`src/rtl/scpu_mem_pkg.sv`:
```
// Shared definitions for the MEM-stage load/store engine: funct3 encodings,
// control-bit positions, FSM states, fault cause codes and legality helpers.
package scpu_mem_pkg;

  localparam logic [2:0] LB  = 3'b000;
  localparam logic [2:0] LH  = 3'b001;
  localparam logic [2:0] LW  = 3'b010;
  localparam logic [2:0] LBU = 3'b100;
  localparam logic [2:0] LHU = 3'b101;
  localparam logic [2:0] SB  = 3'b000;
  localparam logic [2:0] SH  = 3'b001;
  localparam logic [2:0] SW  = 3'b010;

  localparam int M_READ_BIT  = 1;
  localparam int M_WRITE_BIT = 0;

  typedef enum logic [1:0] {
    IDLE = 2'd0,
    REQ  = 2'd1,
    DONE = 2'd2
  } mau_state_e;

  typedef enum logic [1:0] {
    FC_NONE     = 2'b00,
    FC_MISALIGN = 2'b01,
    FC_TIMEOUT  = 2'b10,
    FC_BADOP    = 2'b11
  } fault_cause_e;

  function automatic logic funct3_legal(input logic [2:0] f3, input logic is_load);
    if (is_load) return f3 inside {LB, LH, LW, LBU, LHU};
    else         return f3 inside {SB, SH, SW};
  endfunction

  // Access width comes from funct3[1:0]: 00 byte, 01 half, 10 word.
  function automatic logic misaligned(input logic [2:0] f3, input logic [1:0] addr_lo);
    return ((f3[1:0] == 2'b01) && addr_lo[0]) ||
           ((f3[1:0] == 2'b10) && (addr_lo != 2'b00));
  endfunction

endpackage

```
`src/rtl/mem_lane_align.sv`:
```
// Byte-lane steering: store strobe/data replication on the issue side and
// load byte/half extraction with sign or zero extension on the completion side.
module mem_lane_align
  import scpu_mem_pkg::*;
(
  input  logic [2:0]  funct3_i,
  input  logic [1:0]  addr_lo_i,
  input  logic [31:0] store_data_i,
  input  logic [31:0] rdata_i,
  output logic [3:0]  wstrb_o,
  output logic [31:0] wdata_o,
  output logic [31:0] load_data_o
);

  logic [7:0]  rbytes [4];
  logic [7:0]  byte_sel;
  logic [15:0] half_sel;

  for (genvar gi = 0; gi < 4; gi++) begin : g_rbytes
    assign rbytes[gi] = rdata_i[8*gi +: 8];
  end

  assign byte_sel = rbytes[addr_lo_i];
  assign half_sel = addr_lo_i[1] ? rdata_i[31:16] : rdata_i[15:0];

  always_comb begin
    wstrb_o = 4'b1111;
    wdata_o = store_data_i;
    unique case (funct3_i[1:0])
      2'b00: begin
        wstrb_o = 4'b0001 << addr_lo_i;
        wdata_o = {4{store_data_i[7:0]}};
      end
      2'b01: begin
        wstrb_o = addr_lo_i[1] ? 4'b1100 : 4'b0011;
        wdata_o = {2{store_data_i[15:0]}};
      end
      default: begin
        wstrb_o = 4'b1111;
        wdata_o = store_data_i;
      end
    endcase
  end

  always_comb begin
    load_data_o = '0;
    unique case (funct3_i)
      LB:      load_data_o = {{24{byte_sel[7]}}, byte_sel};
      LH:      load_data_o = {{16{half_sel[15]}}, half_sel};
      LW:      load_data_o = rdata_i;
      LBU:     load_data_o = {24'h0, byte_sel};
      LHU:     load_data_o = {16'h0, half_sel};
      default: load_data_o = '0;
    endcase
  end

endmodule

```
`src/rtl/mem_access_unit.sv`:
```
// MEM-stage load/store engine: issues one request/acknowledge bus transaction per
// EX/MEM access, stalls the pipeline until it completes, then pulses result/fault.
module mem_access_unit
  import scpu_mem_pkg::*;
#(
  parameter int TIMEOUT_CYCLES = 16
) (
  input  logic        clk,
  input  logic        rst,
  input  logic [2:0]  exmem_m,
  input  logic [31:0] exmem_alu_result,
  input  logic [31:0] exmem_rs2_data,
  input  logic [31:0] exmem_inst,
  output logic        dmem_req,
  output logic        dmem_we,
  output logic [31:0] dmem_addr,
  output logic [31:0] dmem_wdata,
  output logic [3:0]  dmem_wstrb,
  input  logic        dmem_ack,
  input  logic [31:0] dmem_rdata,
  output logic        stall,
  output logic [31:0] load_data,
  output logic        load_valid,
  output logic        fault,
  output logic [1:0]  fault_cause
);

  localparam int CW = (TIMEOUT_CYCLES > 2) ? $clog2(TIMEOUT_CYCLES) : 1;
  localparam logic [CW-1:0] CNT_LAST = CW'(TIMEOUT_CYCLES - 1);

  mau_state_e   state_q, state_d;
  logic [CW-1:0] cnt_q, cnt_d;
  logic         req_q, req_d;
  logic         we_q, we_d;
  logic [31:0]  addr_q, addr_d;
  logic [31:0]  wdata_q, wdata_d;
  logic [3:0]   wstrb_q, wstrb_d;
  logic [31:0]  load_data_q, load_data_d;
  logic         load_valid_q, load_valid_d;
  logic         fault_q, fault_d;
  fault_cause_e cause_q, cause_d;

  logic [2:0]  funct3;
  logic        is_read, is_write, access, badop, misal;
  logic [3:0]  lane_wstrb;
  logic [31:0] lane_wdata, lane_load;
  logic        unused_bits;

  assign funct3   = exmem_inst[14:12];
  assign is_read  = exmem_m[M_READ_BIT];
  assign is_write = exmem_m[M_WRITE_BIT];
  assign access   = is_read | is_write;
  assign badop    = (is_read & is_write) | ~funct3_legal(funct3, is_read);
  assign misal    = misaligned(funct3, exmem_alu_result[1:0]);
  assign unused_bits = ^{exmem_m[2], exmem_inst[31:15], exmem_inst[11:0]};

  // EX/MEM is frozen while stalled, so the same lane unit serves issue and completion.
  mem_lane_align u_lane (
    .funct3_i     (funct3),
    .addr_lo_i    (exmem_alu_result[1:0]),
    .store_data_i (exmem_rs2_data),
    .rdata_i      (dmem_rdata),
    .wstrb_o      (lane_wstrb),
    .wdata_o      (lane_wdata),
    .load_data_o  (lane_load)
  );

  assign stall = rst & (((state_q == IDLE) & access) | (state_q == REQ));

  always_comb begin
    state_d      = state_q;
    cnt_d        = cnt_q;
    req_d        = req_q;
    we_d         = we_q;
    addr_d       = addr_q;
    wdata_d      = wdata_q;
    wstrb_d      = wstrb_q;
    load_data_d  = load_data_q;
    load_valid_d = 1'b0;
    fault_d      = 1'b0;
    cause_d      = FC_NONE;
    unique case (state_q)
      IDLE: begin
        if (access) begin
          if (badop) begin
            state_d     = DONE;
            fault_d     = 1'b1;
            cause_d     = FC_BADOP;
            load_data_d = '0;
          end else if (misal) begin
            state_d     = DONE;
            fault_d     = 1'b1;
            cause_d     = FC_MISALIGN;
            load_data_d = '0;
          end else begin
            state_d = REQ;
            req_d   = 1'b1;
            we_d    = is_write;
            addr_d  = {exmem_alu_result[31:2], 2'b00};
            wdata_d = lane_wdata;
            wstrb_d = is_write ? lane_wstrb : 4'b0000;
            cnt_d   = '0;
          end
        end
      end
      REQ: begin
        // An ack arriving on the final timeout cycle still counts as success.
        if (dmem_ack) begin
          state_d = DONE;
          req_d   = 1'b0;
          we_d    = 1'b0;
          wstrb_d = 4'b0000;
          if (!we_q) begin
            load_valid_d = 1'b1;
            load_data_d  = lane_load;
          end
        end else if (cnt_q == CNT_LAST) begin
          state_d     = DONE;
          req_d       = 1'b0;
          we_d        = 1'b0;
          wstrb_d     = 4'b0000;
          fault_d     = 1'b1;
          cause_d     = FC_TIMEOUT;
          load_data_d = '0;
        end else begin
          cnt_d = cnt_q + CW'(1);
        end
      end
      DONE:    state_d = IDLE;
      default: state_d = IDLE;
    endcase
  end

  always_ff @(posedge clk or negedge rst) begin
    if (!rst) begin
      state_q      <= IDLE;
      cnt_q        <= '0;
      req_q        <= 1'b0;
      we_q         <= 1'b0;
      addr_q       <= '0;
      wdata_q      <= '0;
      wstrb_q      <= '0;
      load_data_q  <= '0;
      load_valid_q <= 1'b0;
      fault_q      <= 1'b0;
      cause_q      <= FC_NONE;
    end else begin
      state_q      <= state_d;
      cnt_q        <= cnt_d;
      req_q        <= req_d;
      we_q         <= we_d;
      addr_q       <= addr_d;
      wdata_q      <= wdata_d;
      wstrb_q      <= wstrb_d;
      load_data_q  <= load_data_d;
      load_valid_q <= load_valid_d;
      fault_q      <= fault_d;
      cause_q      <= cause_d;
    end
  end

  assign dmem_req    = req_q;
  assign dmem_we     = we_q;
  assign dmem_addr   = addr_q;
  assign dmem_wdata  = wdata_q;
  assign dmem_wstrb  = wstrb_q;
  assign load_data   = load_data_q;
  assign load_valid  = load_valid_q;
  assign fault       = fault_q;
  assign fault_cause = cause_q;

endmodule
```
`config.mk`:
```
export PLATFORM = sky130hd
export DESIGN_NAME = mem_access_unit
export DESIGN_NICKNAME = d
export VERILOG_FILES = /design/src/rtl/scpu_mem_pkg.sv /design/src/rtl/mem_lane_align.sv /design/src/rtl/mem_access_unit.sv
export SDC_FILE = /design/constraint.sdc
export NUM_CORES = 1
export LEC_CHECK = 0
export ABC_CLOCK_PERIOD_IN_PS = 4200
export CAP_MARGIN = 20
export CELL_PAD_IN_SITES_DETAIL_PLACEMENT = 2
export CELL_PAD_IN_SITES_GLOBAL_PLACEMENT = 2
export CORE_MARGIN = 4
export CORE_UTILIZATION = 28
export DETAILED_ROUTE_END_ITERATION = 8
export HOLD_SLACK_MARGIN = 0.1
export PLACE_DENSITY = 0.88
export SLEW_MARGIN = 20
export SYNTH_ARGS = -nofsm -noshare
export SYNTH_HDL_FRONTEND = slang
export SYNTH_SLANG_ARGS = --single-unit
```
`constraint.sdc`:
```
create_clock -name clk -period 4.2 [get_ports clk]
set_input_delay 1.26 -clock clk [delete_from_list [all_inputs] [get_ports clk]]
set_output_delay 1.26 -clock clk [all_outputs]
set_load 0.005 [all_outputs]
```
==> qor.txt <==
Status = completed
Slew @ Worst Pin = 0.840 ns
RSZ-0062 raised after global routing = false
Share of cells above drive strength 1 = 0.173
Min cycle time layout = 3.92 ns
Placer Congestion = 0.787
Post-Layout Inst Area = 8070 um^2
Drt pass-1 iters = 4
# fillers = 1920
Setup_tns = 0 ns
Vias in the first global route = 5203
Kind of end point of the critical path = primary output
Post-synth EDFFs = 0
Asr flop ratio synth = 1.00
Total track usage = 0.177
Static leakage power = 3.32 nW
Area grow syn2layout = 47.4%
Placed cells = 887
Post-detail-place hpwl = 14600 um
Highest clock rate = 0.255 GHz
Register area share after synthesis = 0.503
Port Buffer Count = 208
CTS root buffer = clkbuf_16
CTS tree = built
Post-CTS Setup Bufs = 0
Core Region = 19000 um^2
Num CTS Buffers = 9
CTS Buffer Depth = 2
Worst setup SP type = primary input
Post-synth design cell area = 5480 um^2
Fin worst setup slack = 0.280 ns
Per-cell routed wire length = 21.5 um
Mapped Cells = 440
Final worst path period share = 0.933
Synth warn = 0
# IOs = 241
Met3 wire length = 1250 um
Global route total overflow = 0
Max-slew violations = 0
Met2 WL = 10300 um
Final Power = 4.40 mW
Clock-pin slew on the worst setup and hold paths = 0.08 ns
Row count = 50
First-pass GRT wire length = 30500 um
Worst Path Arrival = 2.66 ns
Placed cell area = 7720 um^2
Pre-CTS setup slack = 0.266 ns
Max Cap Viol = 0
Wirelength, routed = 19400 um
Register area = 2750 um^2
Via/cell ratio = 4.91
Final setup fails = 0
Multi-input gate area = 2470 um^2
Initial Util = 0.289
Nets = 773
Via count = 4436
H-tree lvl count = 3
Die Area = 21900 um^2
Layout Utilization = 0.426
Uppermost layer routed = met4
Clk sink count = 110
Cts hold-fix bufs = 0
Largest net degree at the start of global routing = 66
Ant. Diodes = 0
Non-Filler Instances = 903
Max IR drop VDD = 262 uV
Initial antenna violation count = 0
Setup Crit Path Kind = primary input to primary output
Starting DRT DRC Count = 184
Post-synthesis cell type count = 54
Final hold slack = 0.492 ns
Antenna viol nets, final = 0
Pwr dens = 546 nW/um^2
Worst Hold Class = register to register
Final Hold Fails = 0
Yosys reg bits = 110
Required @ worst endpoint = 2.94 ns
Ys flop type = dfrtp_1
Worst-skew pair later-pin latency = 0.35 ns
CP max FO = 4
Slew headroom = 0.440
Die Span Y = 148 um
Layout Skew = 0.00960 ns
Residual DRC = 0
Avg Cell Area, Syn = 12.4 um^2
Die W = 148 um
Post-Route M1 WL = 7670 um
Resized Gates After CTS = 0
-- path summary, 6_finish.rpt --
check                        startpoint             end  slack [ns]  depth (start not counted)
min                        dmem_addr[6]    dmem_addr[6]        0.49                          1
max reg2reg                  state_q[1]  dmem_wdata[19]        1.97                          5
min in group asynchronous           rst   dmem_addr[21]        1.07                          2
min reg2reg                dmem_addr[6]    dmem_addr[6]        0.49                          1
max                          exmem_m[0]           stall        0.28                          4
max in group asynchronous           rst    load_data[4]        1.82                          3
-- routing by layer --
| metal | GRT usage | up-vias |
|---|---|---|
| met5 | 0 | - |
| met4 | 0.0393 | 0 |
| met3 | 0.0478 | 13 |
| met2 | 0.327 | 136 |
| met1 | 0.205 | 2275 |
| li1 | - | 2012 |
-- cell type report --
type,instances,share of cell area
clock inverters,7,0.0152
well taps,260,0.0403
multi-input cells,295,0.306
repair buffers,218,0.268
inverters,4,0.00186
flip-flops and latches,110,0.341
clock buffers,9,0.0279
-- sequential cells by signal, summed over array words and instances (netlist names) --
signal	cells
fault	1
cnt_q	4
dmem_wstrb	4
fault_cause	2
state_q	2
load_data	32
dmem_wdata	32
dmem_we	1
load_valid	1
dmem_addr	30
dmem_req	1
-- critical path, cell delays in order --
cell and delay, ns:
clkdlybuf4s50_1 0.54, nor3_1 0.09, nor3b_1 0.22, clkdlybuf4s50_1 0.55
-- where the power goes --
group | switching [mW] | total (mW) | internal (mW)
Clock | 0.410 | 0.995 | 0.586
Sequential | 0.240 | 1.66 | 1.42
Combinational | 0.610 | 1.75 | 1.14
Total | 1.26 | 4.40 | 3.15
-- synth_stat cells, drive strengths merged (2+ instances only) --
cell | instances | area [um^2]
and2 | 2 | 12.5
nor3 | 4 | 31.3
nor2b | 3 | 26.3
nand3 | 10 | 50.1
nand2b | 9 | 56.3
mux2i | 13 | 130
buf | 21 | 203
nor3b | 3 | 27.5
a221oi | 8 | 70.1
o21ai | 12 | 60.1
dfrtp | 110 | 2750
nand4 | 2 | 12.5
inv | 4 | 15.0
nand2 | 42 | 158
a22oi | 8 | 60.1
or2 | 2 | 12.5
clkbuf | 11 | 41.3
o2bb2ai | 32 | 280
mux2 | 78 | 1040
a21oi | 28 | 140
nor2 | 9 | 33.8
o211ai | 9 | 67.6
-- cells by family after synthesis --
family,Yosys count,share of synthesized area
buffers and inverters,36,0.0473
muxes,92,0.218
adders and majority gates,1,0.00228
and+or+nand+nor,90,0.0829
AOI/OAI and AO/OA,110,0.147
DFF,110,0.503
other,1,0.000685
-- cell usage in the layout, fill, tap and decap left out, types with 3 or more instances in the layout --
cell             synthesis  layout
bufinv_16                0       3
a21oi_1                 28      28
mux2i_1                 13      13
mux2_4                  43      43
dfrtp_1                110     110
o21ai_0                 11      11
nand3_1                 10      10
a22oi_1                  8       8
nor3_1                   3       3
a221oi_1                 8       8
clkbuf_16                0       9
nand2_1                 42      42
nand2b_1                 9       9
o211ai_1                 9       9
nor2_1                   9       9
mux2_1                   4       4
clkdlybuf4s50_1          0     206
buf_4                    4      10
o2bb2ai_1               32      32
inv_1                    4       4
mux2_2                  31      31
Note: power is estimated with default switching activity, not from simulation.
